`src/rtl/mcp_frame_assembler.sv`:
```
// mcp_frame_assembler
//   Front end of the MCP response decoder. Hunts the UART byte stream for
//   START_BYTE, gathers a 12-byte frame (start, 2B header, 7B payload,
//   error byte, end byte), validates it and presents it as a 96-bit word
//   with a level-held receive flag.
//
//   Build option: define MCP_CHECKSUM_EN to also require the error byte to
//   equal the XOR of the 9 header+payload bytes.
//
// Ports:
//   clk         system clock, rising edge
//   reset       asynchronous, active-low reset
//   iByte       received byte
//   iByteValid  one-cycle strobe qualifying iByte
//   iAck        consumer has taken oMsg; clears oRxFlag and oOverrun
//   oMsg        last valid frame, first byte in [95:88], last in [7:0]
//   oRxFlag     high while oMsg holds an unacknowledged frame
//   oFrameErr   one-cycle pulse per discarded frame
//   oOverrun    sticky: a valid frame replaced an unacknowledged one
module mcp_frame_assembler #(
  parameter logic [7:0] START_BYTE     = 8'h0F,
  parameter logic [7:0] END_BYTE       = 8'hF0,
  parameter int         TIMEOUT_CYCLES = 1024
) (
  input  logic        clk,
  input  logic        reset,
  input  logic [7:0]  iByte,
  input  logic        iByteValid,
  input  logic        iAck,
  output logic [95:0] oMsg,
  output logic        oRxFlag,
  output logic        oFrameErr,
  output logic        oOverrun
);

  localparam int TW = (TIMEOUT_CYCLES > 1) ? $clog2(TIMEOUT_CYCLES) : 1;
  localparam logic [TW-1:0] IDLE_LAST = TW'(TIMEOUT_CYCLES - 1);

  typedef enum logic {HUNT, COLLECT} state_t;

  state_t        state;
  logic [3:0]    byteCount;
  logic [TW-1:0] idleCount;
  logic [87:0]   shiftBuf;   // first 11 bytes of the frame, newest in [7:0]

  // Full frame as it looks in the cycle the 12th byte arrives.
  logic [95:0] frame;
  logic        endOk;
  logic        frameOk;

  assign frame = {shiftBuf, iByte};
  assign endOk = (iByte == END_BYTE);

`ifdef MCP_CHECKSUM_EN
  logic [7:0] bodyXor;

  // Bytes 1..9 of the frame are header and payload.
  always_comb begin
    bodyXor = 8'h00;
    for (int i = 1; i <= 9; i++) begin
      bodyXor = bodyXor ^ frame[95 - 8*i -: 8];
    end
  end

  assign frameOk = endOk && (frame[15:8] == bodyXor);
`else
  assign frameOk = endOk;
`endif

  always_ff @(posedge clk or negedge reset) begin
    if (!reset) begin
      state     <= HUNT;
      byteCount <= 4'd0;
      idleCount <= '0;
      shiftBuf  <= 88'd0;
      oMsg      <= 96'd0;
      oRxFlag   <= 1'b0;
      oFrameErr <= 1'b0;
      oOverrun  <= 1'b0;
    end else begin
      oFrameErr <= 1'b0;

      // Acknowledge first; a completing frame below overrides the flag.
      if (iAck) begin
        oRxFlag  <= 1'b0;
        oOverrun <= 1'b0;
      end

      case (state)
        HUNT: begin
          if (iByteValid && (iByte == START_BYTE)) begin
            shiftBuf  <= {80'd0, iByte};
            byteCount <= 4'd1;
            idleCount <= '0;
            state     <= COLLECT;
          end
        end

        COLLECT: begin
          if (iByteValid) begin
            // An arriving byte always beats a pending timeout.
            idleCount <= '0;
            if (byteCount == 4'd11) begin
              state     <= HUNT;
              byteCount <= 4'd0;
              if (frameOk) begin
                oMsg    <= frame;
                oRxFlag <= 1'b1;
                if (oRxFlag && !iAck) begin
                  oOverrun <= 1'b1;
                end
              end else begin
                oFrameErr <= 1'b1;
              end
            end else begin
              shiftBuf  <= {shiftBuf[79:0], iByte};
              byteCount <= byteCount + 4'd1;
            end
          end else if (idleCount == IDLE_LAST) begin
            oFrameErr <= 1'b1;
            state     <= HUNT;
            byteCount <= 4'd0;
            idleCount <= '0;
          end else begin
            // Stops at IDLE_LAST, so the counter can never wrap.
            idleCount <= idleCount + 1'b1;
          end
        end

        default: state <= HUNT;
      endcase
    end
  end

endmodule

```
`config.mk`:
```
export PLATFORM = sky130hd
export DESIGN_NAME = mcp_frame_assembler
export DESIGN_NICKNAME = d
export VERILOG_FILES = /design/src/rtl/mcp_frame_assembler.sv
export SDC_FILE = /design/constraint.sdc
export NUM_CORES = 1
export LEC_CHECK = 0
export ABC_AREA = 1
export BUFFER_PORTS_ARGS = -buffer_cell sky130_fd_sc_hd__buf_4
export CAP_MARGIN = 20
export CORE_MARGIN = 2
export CORE_UTILIZATION = 45
export CTS_BUF_LIST = sky130_fd_sc_hd__clkbuf_16
export DETAILED_ROUTE_END_ITERATION = 7
export SETUP_SLACK_MARGIN = 0.2
export SYNTH_ARGS = -nofsm -noshare
export SYNTH_HDL_FRONTEND = slang
export SYNTH_SLANG_ARGS = --single-unit
```
`constraint.sdc`:
```
create_clock -name clk -period 3.08 [get_ports clk]
set_clock_uncertainty 0.2 [all_clocks]
set_input_delay 0.154 -clock clk [delete_from_list [all_inputs] [get_ports clk]]
set_output_delay 0.154 -clock clk [all_outputs]
set_load 0.03 [all_outputs]
```
==> results of run 1 <==
[synth_stat cells (all sizes together)]
master | n | area, um2
nand2 | 479 | 1810
dfrtp | 202 | 5050
nand3 | 108 | 541
buf | 41 | 218
inv | 25 | 93.8
nor2 | 18 | 72.6
nand4 | 11 | 68.8
o21ai | 11 | 55.1
clkbuf | 8 | 30.0
a21boi | 4 | 30.0
a21oi | 3 | 15.0
nor3 | 3 | 26.3
ha | 2 | 25.0
mux2i | 1 | 10.0
xnor2 | 1 | 8.76
xor2 | 1 | 8.76
[worst register-to-register path, cell delays in order, from the launching register on]
cell and delay [ns]:
dfrtp_1 0.40, ha_1 0.22, inv_1 0.06, nor2_1 0.04, nand2_1 0.14, nor3_4 0.07, nand2_4 0.06, buf_4 0.73
o21ai_0 0.23
[layer usage]
| layer | global-route usage | vias to the layer above | part of all wire |
|---|---|---|---|
| met3 | 0.0296 | 27 | 0.055 |
| met1 | 0.300 | 3017 | 0.48 |
| met4 | 0.0459 | 0 | 0.017 |
| met2 | 0.309 | 147 | 0.45 |
| li1 | - | 3100 | - |
| met5 | 0 | - | 0 |
[cell usage in the layout, fill, tap and decap left out, types with 3 or more instances in the layout]
cell type	n
a21boi_0	4
a21oi_1	3
buf_12	4
buf_4	114
clkbuf_16	21
clkinv_1	4
clkinv_2	4
dfrtp_1	202
dlygate4sd3_1	11
inv_1	28
nand2_1	475
nand3_1	108
nand4_1	11
nor2_1	15
o21ai_0	11
[report_power, final]
group          internal, mW  switching (mW)  leakage [nW]  total (mW)
combinational         0.327           0.706          2.49        1.03
sequential             3.12           0.425          2.76        3.54
clock                  1.40           0.988         0.330        2.38
[through the flow]
stage,setup slack (ns),util
after floorplan,1.27,-
after CTS,0.719,0.564
after global placement,0.772,0.521
final,0.760,0.564
after global routing,0.597,0.564
after detailed placement,0.729,0.521
[cell families (layout without fill, tap and decap cells)]
family / after synthesis / count (layout)
multiplexers: 1 / 1
flip-flops: 202 / 202
AND/OR/NAND/NOR: 619 / 619
adder cells (fa/ha/maj): 2 / 2
XOR/XNOR: 2 / 2
AO/OA/AOI/OAI: 18 / 18
buffers and inverters: 74 / 190
[worst min path at each step]
stage	end	slack (ns)	depth (start not counted)
global route	oMsg[83]$_DFFE_PN0P_	0.18	2
CTS	shiftBuf[69]$_DFFE_PN0P_	0.13	2
floorplan	byteCount[0]$_DFFE_PN0P_	-0.34	0
finish	oMsg[80]$_DFFE_PN0P_	0.1	2
detailed placement	shiftBuf[69]$_DFFE_PN0P_	0.08	1
global placement	oMsg[80]$_DFFE_PN0P_	0.08	1
[timing repair]
item	CTS	global route
setup buffers	0	0
hold buffers	11	0
hold endpoints to repair	113	0
[state kept, by name (all words and copies together) (netlist names)]
name	cells
state	1
oOverrun	1
oRxFlag	1
oMsg	96
oFrameErr	1
byteCount	4
idleCount	10
shiftBuf	88
[final cells by class]
class | instances | area, um2 | area share
sequential | 202 | 5050 | 0.515
tap | 225 | 282 | 0.0287
inverter | 25 | 93.8 | 0.00956
clock inverter | 14 | 110 | 0.0112
timing repair buffer | 130 | 1060 | 0.108
clock buffer | 21 | 526 | 0.0535
multi-input combinational | 642 | 2690 | 0.274
==> results.py, run 1 <==
metrics = {
    "floorplanning": {
        "rows": 48,
        "core_um2": 17400,
        "io_pins": 111,
        "die_x_um": 138,
        "die_h_um": 138,
        "die-area_um2": 19000,
        "initial_core_util": 0.463,
    },
    "critical_path": {
        "crit_buf_inv": 2,
        "r2r_end": "oRxFlag$_DFF_PN0_",
        "reg2reg_slack_ns": 0.76,
        "rr_startpoint": "byteCount[0]$_DFFE_PN0P_",
        "worstPathRequired_ns": 3.19,
        "cp.depth": 8,
        "startpoint": "byteCount[0]$_DFFE_PN0P_",
        "crit_chain": "ha_1, inv_1, nor2_1, nand2_1, nor3_4, nand2_4, buf_4, o21ai_0",
        "crit_end": "oRxFlag$_DFF_PN0_",
        "cp.arrival_ns": 2.43,
        "reg2reg_depth": 8,
        "worst-setup-path-type": "flip-flop to flip-flop",
        "worst_path_max_delay_cell": "buf_4",
        "worst_setup_path_end_kind": "flip-flop",
        "slowest_delay_ns": 0.73,
        "worstSetupStartpointType": "flip-flop",
        "cp_top_family": "buffers and inverters",
        "crit_fanout": 93,
    },
    "cts": {
        "cts_resized": 0,
        "clk_pin_slew_ns": 0.06,
        "cts_inserted_buffers": 21,
        "htreeDepth": 1,
        "clk_latency_ns": 0.49,
        "ctsRootBufferMaster": "clkbuf_16",
        "cts_sinks": 202,
        "clockBufferDepth": 3,
        "cts_tree": "built",
    },
    "placed_design": {
        "placed_cell_area_um2": 9070,
        "placed_cells": 1213,
        "io_buffers": 110,
        "gp_congestion": 0.801,
        "dp_hpwl_um": 11200,
    },
    "logic_synthesis": {
        "ys_types": 22,
        "syn_nets": 932,
        "synthCells": 918,
        "ys_warn_count": 0,
        "ys_seq_area_frac": 0.627,
        "synth_mux_area_frac": 0.00124,
        "ys_ff_latch": 202,
        "synth_top_family_by_area": "simple AND/OR/NAND/NOR gates",
        "synth-xor-area-share": 0.00217,
        "synth-adder-area-share": 0.00310,
        "syn_avg_cell_area_um2": 8.79,
        "synthSimpleGateAreaFrac": 0.312,
        "netlist_area_um2": 8070,
        "synth_compound_area_frac": 0.0124,
    },
    "route": {
        "first_iter_violations": 455,
        "viasPerCell": 5.00,
        "route.detailed.wl_per_inst_um": 14.6,
        "remaining_drc_errors": 0,
        "ant_nets": 0,
        "wl_um": 18400,
        "detailroute.via_count": 6291,
        "drtPass1Iterations": 5,
    },
    "timing": {
        "slew-limit-headroom": 0.356,
        "rsz0062_at_grt": "no",
        "hold_viol_final": 0,
        "fin_setup_tns_ns": 0,
        "worst_slew_pin_slew_ns": 0.966,
        "drv_slew": 0,
        "finalSetupViolations": 0,
        "min_period_ns": 2.32,
        "fmax_mhz": 431,
        "period_share": 0.753,
        "holdWs_ns": 0.0991,
    },
    "cells_and_area": {
        "nets": 1036,
        "n_fill_cell": 1664,
        "fin_area_um2": 9820,
        "diodes": 0,
        "layout-drive-gt1-share": 0.150,
        "area_growth_pct": 21.7,
        "fin_cells": 1259,
    },
    "grt": {
        "grt_pass1_vias": 5974,
        "grt-ovfl-total": 0,
        "grt_pass1_wl_um": 30600,
        "grt_max_degree": 95,
        "antenna_found_initial": 0,
        "grt.total_usage": 0.200,
    },
    "pwr": {
        "p_total_mw": 6.96,
        "peakVddDrop_mv": 0.397,
        "cellPowerDensity_nw_per_um2": 709,
        "p_leak_nw": 5.58,
    },
    "min_path": {
        "hold_path.class": "input port to async pin",
    },
    "run_status": {
        "status": "finished clean",
    },
    "job": {
        "cap_violations": 0,
    },
}
(Power assumes the default switching activity.)
==> run 2: changes to the inputs <==
ABC_AREA = 0   (was 1)
PLACE_DENSITY = 0.68   (was default)
clock period = 1.9 ns   (was 3.08 ns; I/O delays follow)
==> results.py, run 2 <==
metrics = {
    "route": {
        "first_iter_violations": 277,
        "wl_um": 19600,
        "remaining_drc_errors": 0,
        "drtPass1Iterations": 4,
        "viasPerCell": 5.62,
        "route.detailed.wl_per_inst_um": 21.4,
        "detailroute.via_count": 5139,
        "ant_nets": 0,
    },
    "timing": {
        "rsz0062_at_grt": "yes",
        "setup_ws_ns": -0.202,
        "worst_slew_pin_slew_ns": 0.530,
        "fmax_mhz": 476,
        "slew-limit-headroom": 0.643,
        "holdWs_ns": 0.0652,
        "min_period_ns": 2.10,
        "fin_setup_tns_ns": -22.16,
        "finalSetupViolations": 182,
        "drv_slew": 0,
        "period_share": 1.11,
        "hold_viol_final": 0,
    },
    "min_path": {
        "worstHoldStart": "iByteValid",
        "hold_path.class": "input port to flip-flop",
        "min_to": "state$_DFF_PN0_",
        "hold_path_depth": 4,
    },
    "critical_path": {
        "worst_setup_path_end_kind": "flip-flop",
        "critPathMostFrequentCell": "buf_6",
        "worstSetupStartpointType": "flip-flop",
        "cp.arrival_ns": 2.29,
        "worst_path_max_delay_cell": "dfrtp_1",
        "worst-setup-path-type": "flip-flop to flip-flop",
        "reg2reg_depth": 7,
        "r2r_end": "oMsg[56]$_DFFE_PN0P_",
        "crit_chain": "ha_2, nand3b_1, nor4_4, buf_6, clkbuf_16, buf_6, mux2_2",
        "slowest_delay_ns": 0.35,
        "cp_top_family": "buffers and inverters",
        "rr_startpoint": "byteCount[0]$_DFFE_PN0P_",
        "reg2reg_slack_ns": -0.20,
        "crit_fanout": 6,
        "worstPathRequired_ns": 2.09,
        "crit_buf_inv": 3,
    },
    "cells_and_area": {
        "top_regs": "oMsg: 96 flops, shiftBuf: 88 flops, idleCount: 10 flops",
        "post-route-util": 0.651,
        "layout-drive-gt1-share": 0.465,
        "diodes": 0,
        "largest_reg_flops": 96,
        "regMostFlops": "oMsg",
        "area_growth_pct": 42.1,
        "final_common_cell": "dfrtp_1",
        "mostFrequentLayoutCells": "dfrtp_1 (201), buf_4 (134), a22o_1 (81), mux2_4 (65), clkbuf_16 (35)",
        "nets": 692,
    },
    "logic_synthesis": {
        "yosysTopAreaCellShare": 0.670,
        "syn_nets": 519,
        "synth_common_cells": "dfrtp_1 (202), mux2_2 (85), a22o_1 (81)",
        "yosys.area.top_type": "dfrtp_1",
        "ys_ff_latch": 202,
        "synthMostInstantiatedCell": "dfrtp_1",
        "syn_avg_cell_area_um2": 14.9,
        "ys_async_sr_fraction": 1.00,
        "synth_area_leaders": "dfrtp_1 (67%), mux2_2 (13%), a22o_1 (9.4%), mux2_1 (1.5%), clkbuf_1 (1.2%)",
        "ys_warn_count": 0,
        "synth_flop_cell": "dfrtp_1",
        "synthCells": 505,
        "ys_seq_area_frac": 0.670,
        "ys_types": 37,
        "synth_edf_count": 0,
        "netlist_area_um2": 7550,
    },
    "cts": {
        "clk_latency_ns": 0.50,
        "htreeDepth": 1,
        "clockBufferDepth": 3,
        "cts_tree": "built",
        "clk_pin_slew_ns": 0.06,
        "cts_inserted_buffers": 22,
        "cts_sinks": 202,
        "ctsRootBufferMaster": "clkbuf_16",
    },
    "grt": {
        "grt_pass1_wl_um": 28000,
        "antenna_found_initial": 0,
        "grt_pass1_vias": 5086,
        "grt-ovfl-total": 0,
        "grt.total_usage": 0.196,
        "grt_max_degree": 65,
    },
    "pwr": {
        "cellPowerDensity_nw_per_um2": 1130,
        "p_leak_nw": 5.38,
        "peakVddDrop_mv": 0.813,
        "p_total_mw": 12.2,
    },
    "job": {
        "cap_violations": 0,
    },
    "floorplanning": {
        "core_um2": 16500,
        "die-area_um2": 17800,
        "initial_core_util": 0.459,
        "die_x_um": 134,
        "die_h_um": 134,
        "io_pins": 111,
        "rows": 47,
    },
    "placed_design": {
        "dp_hpwl_um": 10800,
        "gp_congestion": 0.747,
        "io_buffers": 110,
    },
    "run_status": {
        "status": "finished with violations",
        "violations": "negative setup slack",
    },
}
-- run 2: cell types whose count changed after synthesis, moves of 5 or more --
cell / delta
a31oi_1: +6
mux2_1: +10
nand2_1: -465
clkbuf_1: +17
nor2_1: -10
a22o_1: +81
buf_2: -30
nand3b_1: +5
nand4_1: -7
nor2b_1: +5
nand3_1: -103
inv_1: -21
mux2_2: +85
-- run 2: power breakdown --
group	internal (mW)	switching (mW)	leakage (nW)
Clock	3.07	1.73	0.411
Sequential	5.04	0.759	2.75
Combinational	0.947	0.620	2.21
-- run 2: metal layers --
| metal | vias to the layer above | track usage | wire length, um |
|---|---|---|---|
| li1 | 2221 | - | - |
| met1 | 2709 | 0.269 | 8590 |
| met3 | 35 | 0.0350 | 987 |
| met4 | 0 | 0.0621 | 481 |
| met2 | 174 | 0.319 | 9520 |
| met5 | - | 0 | 0 |
-- run 2: layout make-up --
cell class / count / area (um2)
repair buffers: 184 / 1870
multi-input cells: 265 / 2690
inverters: 3 / 11.3
clock inverters: 18 / 275
clock buffers: 22 / 551
well taps: 220 / 275
fillers: 1183 / 5740
flip-flops and latches: 202 / 5060
-- run 2: cells by family after synthesis --
group	after synthesis	synth area share
fa+ha+maj	2	0.00331
xor+xnor	1	0.00116
compound gates	111	0.120
simple gates	55	0.0428
flops	202	0.670
mux	95	0.142
buf+inv	39	0.0219
-- run 2: worst min-delay path, cell delays in order --
cell	delay (ns)
buf_4	0.11
a21bo_4	0.30
buf_12	0.16
nand2_1	0.06
-- run 2: timing repair --
| action | in CTS | in global routing |
|---|---|---|
| hold endpoints to repair | 225 | 1 |
| endpoints found under the setup margin | 194 | 195 |
| buffers inserted | 6 | 5 |
| hold buffers | 13 | 1 |
| cloned | 1 | 17 |
| pin swaps | 2 | 12 |
| resized for setup | 25 | 76 |
-- run 2: through the flow --
step / worst slack, ns / std cells / area (um2)
final: -0.202 / 914 / 10700
after global routing: -0.249 / 914 / 10700
after CTS: -0.0965 / 891 / 10000
after detailed placement: -0.250 / 831 / 8900
after global placement: -0.206 / 831 / 8900
after floorplan: -0.0306 / 505 / 7640
-- run 2: worst max path at each step --
stage	from	endpoint	slack (ns)	cells past startpoint
final	byteCount[0]$_DFFE_PN0P_	oMsg[56]$_DFFE_PN0P_	-0.20	7
after global routing	byteCount[0]$_DFFE_PN0P_	oMsg[40]$_DFFE_PN0P_	-0.25	7
after CTS	byteCount[1]$_DFFE_PN0P_	oMsg[44]$_DFFE_PN0P_	-0.1	6
after detailed placement	iByte[0]	oMsg[36]$_DFFE_PN0P_	-0.25	6
after global placement	iByte[0]	oMsg[92]$_DFFE_PN0P_	-0.21	6
after floorplan	iByte[0]	oMsg[19]$_DFFE_PN0P_	-0.03	5
==> run 3: changes to the inputs <==
CELL_PAD_IN_SITES_DETAIL_PLACEMENT = 2   (was default)
CELL_PAD_IN_SITES_GLOBAL_PLACEMENT = 2   (was default)
CORE_UTILIZATION = 36   (was 45)
PLACE_DENSITY = default   (was 0.68)
PLACE_DENSITY_LB_ADDON = 0.1   (was default)
==> results.py, run 3 (synthesized netlist as in run 2, its figures left out) <==
metrics = {
    "cells_and_area": {
        "fin_cells": 989,
        "nets": 718,
        "area_growth_pct": 50.7,
        "top_regs": "oMsg: 96 flops, shiftBuf: 88 flops, idleCount: 10 flops",
        "mostFrequentLayoutCells": "dfrtp_1 (201), buf_4 (133), mux2_4 (95), a22o_1 (81), clkbuf_16 (42)",
        "layout-drive-gt1-share": 0.494,
        "largest_reg_flops": 96,
        "diodes": 0,
        "post-route-util": 0.557,
        "final_common_cell": "dfrtp_1",
        "regMostFlops": "oMsg",
    },
    "timing": {
        "drv_slew": 0,
        "worst_slew_pin_slew_ns": 0.526,
        "hold_viol_final": 0,
        "slew-limit-headroom": 0.649,
        "fmax_mhz": 450,
        "fin_setup_tns_ns": -42.60,
        "rsz0062_at_grt": "yes",
        "finalSetupViolations": 190,
        "min_period_ns": 2.22,
        "period_share": 1.17,
        "setup_ws_ns": -0.321,
    },
    "floorplanning": {
        "die-area_um2": 22100,
        "rows": 52,
        "initial_core_util": 0.370,
        "die_x_um": 149,
        "core_um2": 20400,
        "die_h_um": 149,
        "io_pins": 111,
    },
    "critical_path": {
        "worstPathRequired_ns": 2.07,
        "worstSetupStartpointType": "flip-flop",
        "worst-setup-path-type": "flip-flop to flip-flop",
        "crit_chain": "ha_2, nand3b_1, buf_4, nand2_4, a21bo_4, buf_4, buf_12, a22o_1",
        "crit_buf_inv": 3,
        "cp.arrival_ns": 2.39,
        "cp_top_family": "compound AO/OA/AOI/OAI gates",
        "crit_fanout": 7,
        "critPathMostFrequentCell": "buf_4",
        "slowest_delay_ns": 0.39,
        "worst_setup_path_end_kind": "flip-flop",
        "worst_path_max_delay_cell": "dfrtp_1",
    },
    "placed_design": {
        "gp_congestion": 0.759,
        "dp_hpwl_um": 12600,
        "io_buffers": 110,
        "placed_cells": 884,
        "dp_slack_ns": -0.240,
    },
    "pwr": {
        "peakVddDrop_mv": 0.545,
        "p_leak_nw": 5.60,
        "cellPowerDensity_nw_per_um2": 1080,
        "seqPwrFrac": 0.485,
        "clkPwrFrac": 0.357,
        "cellInternalPower_mw": 8.78,
        "combPwrFrac": 0.159,
        "p_sw_mw": 3.55,
        "swShare": 0.288,
    },
    "grt": {
        "grt_pass1_wl_um": 33400,
        "grt_pass1_vias": 5679,
        "antenna_found_initial": 0,
        "grt-ovfl-total": 0,
        "grt.total_usage": 0.194,
        "grt_max_degree": 60,
    },
    "cts": {
        "cts_tree": "built",
        "htreeDepth": 1,
        "clockBufferDepth": 3,
        "ctsRootBufferMaster": "clkbuf_16",
        "cts_inserted_buffers": 22,
        "clk_pin_slew_ns": 0.06,
        "cts_sinks": 202,
        "postCtsHoldBufs": 13,
        "clk_latency_ns": 0.51,
    },
    "route": {
        "ant_nets": 0,
        "remaining_drc_errors": 0,
        "wl_um": 27400,
        "detailroute.via_count": 5299,
        "first_iter_violations": 251,
        "route.detailed.wl_per_inst_um": 27.7,
        "drtPass1Iterations": 4,
        "viasPerCell": 5.36,
    },
    "job": {
        "cap_violations": 0,
    },
    "min_path": {
        "hold_path.class": "input port to flip-flop",
    },
    "run_status": {
        "status": "finished with violations",
        "violations": "negative setup slack",
    },
}
## run 3: layer usage
layer  vias up  wire length [um]  part of all wire  track usage
met5         -                 0                 0            0
met4         0               325             0.012       0.0433
met3        24              1240             0.045       0.0385
met2       133             14400              0.53        0.326
met1      2857             11400              0.42        0.262
li1       2285                 -                 -            -
## run 3: worst reg2reg max path: stages (launching register included)
cell and delay, ns:
dfrtp_1 0.39, ha_2 0.21, nand3b_1 0.22, buf_4 0.19, nand2_4 0.06, a21bo_4 0.29
buf_4 0.18, buf_12 0.13, a22o_1 0.23
## run 3: worst paths after layout
path | cells past startpoint | slack (ns) | endpoint | startpoint
worst max-delay path | 8 | -0.32 | shiftBuf[68]$_DFFE_PN0P_ | byteCount[1]$_DFFE_PN0P_
worst min-delay path | 5 | 0.01 | shiftBuf[3]$_DFFE_PN0P_ | iByteValid
worst max register to register | 8 | -0.32 | shiftBuf[68]$_DFFE_PN0P_ | byteCount[1]$_DFFE_PN0P_
worst min register to register | 1 | 0.29 | oMsg[7]$_DFFE_PN0P_ | oMsg[7]$_DFFE_PN0P_
max in group asynchronous | 4 | 0.35 | shiftBuf[4]$_DFFE_PN0P_ | reset
min in group asynchronous | 3 | 0.49 | shiftBuf[83]$_DFFE_PN0P_ | reset
## run 3: through the flow
step	area [um2]	hold WS (ns)	power (mW)
after detailed placement	9020	-0.0796	7.24
after global placement	9020	-0.0805	7.12
after global routing	11400	0.0276	12.8
after floorplan	7640	-0.401	6.45
final	11400	0.0150	12.3
after CTS	10200	-0.0179	11.9
## run 3: area by class of cell
class | count | area (um2)
Multi-Input combinational cell | 265 | 2840
Clock inverter | 16 | 153
Fill cell | 1788 | 9050
Clock buffer | 23 | 576
Timing Repair Buffer | 210 | 2400
Tap cell | 270 | 338
Sequential cell | 202 | 5060
Inverter | 3 | 11.3
## run 3: power groups by stage
| stage | sequential [mW] | combinational [mW] | clock, mW |
|---|---|---|---|
| 6_report | 5.98 | 1.96 | 4.40 |
| 4_1_cts | 5.84 | 1.57 | 4.44 |
| 3_3_place_gp | 5.85 | 1.27 | 0 |
| 3_5_place_dp | 5.89 | 1.34 | 0 |
| 2_1_floorplan | 5.51 | 0.936 | 0 |
| 5_1_grt | 6.05 | 2.10 | 4.67 |
## run 3: repair_timing
| item | in CTS | in global routing |
|---|---|---|
| resized for setup | 26 | 138 |
| gates cloned | 5 | 26 |
| setup endpoints to repair | 193 | 200 |
| endpoints found under the hold margin | 221 | 1 |
| pin swaps | 13 | 13 |
| setup buffers | 10 | 12 |
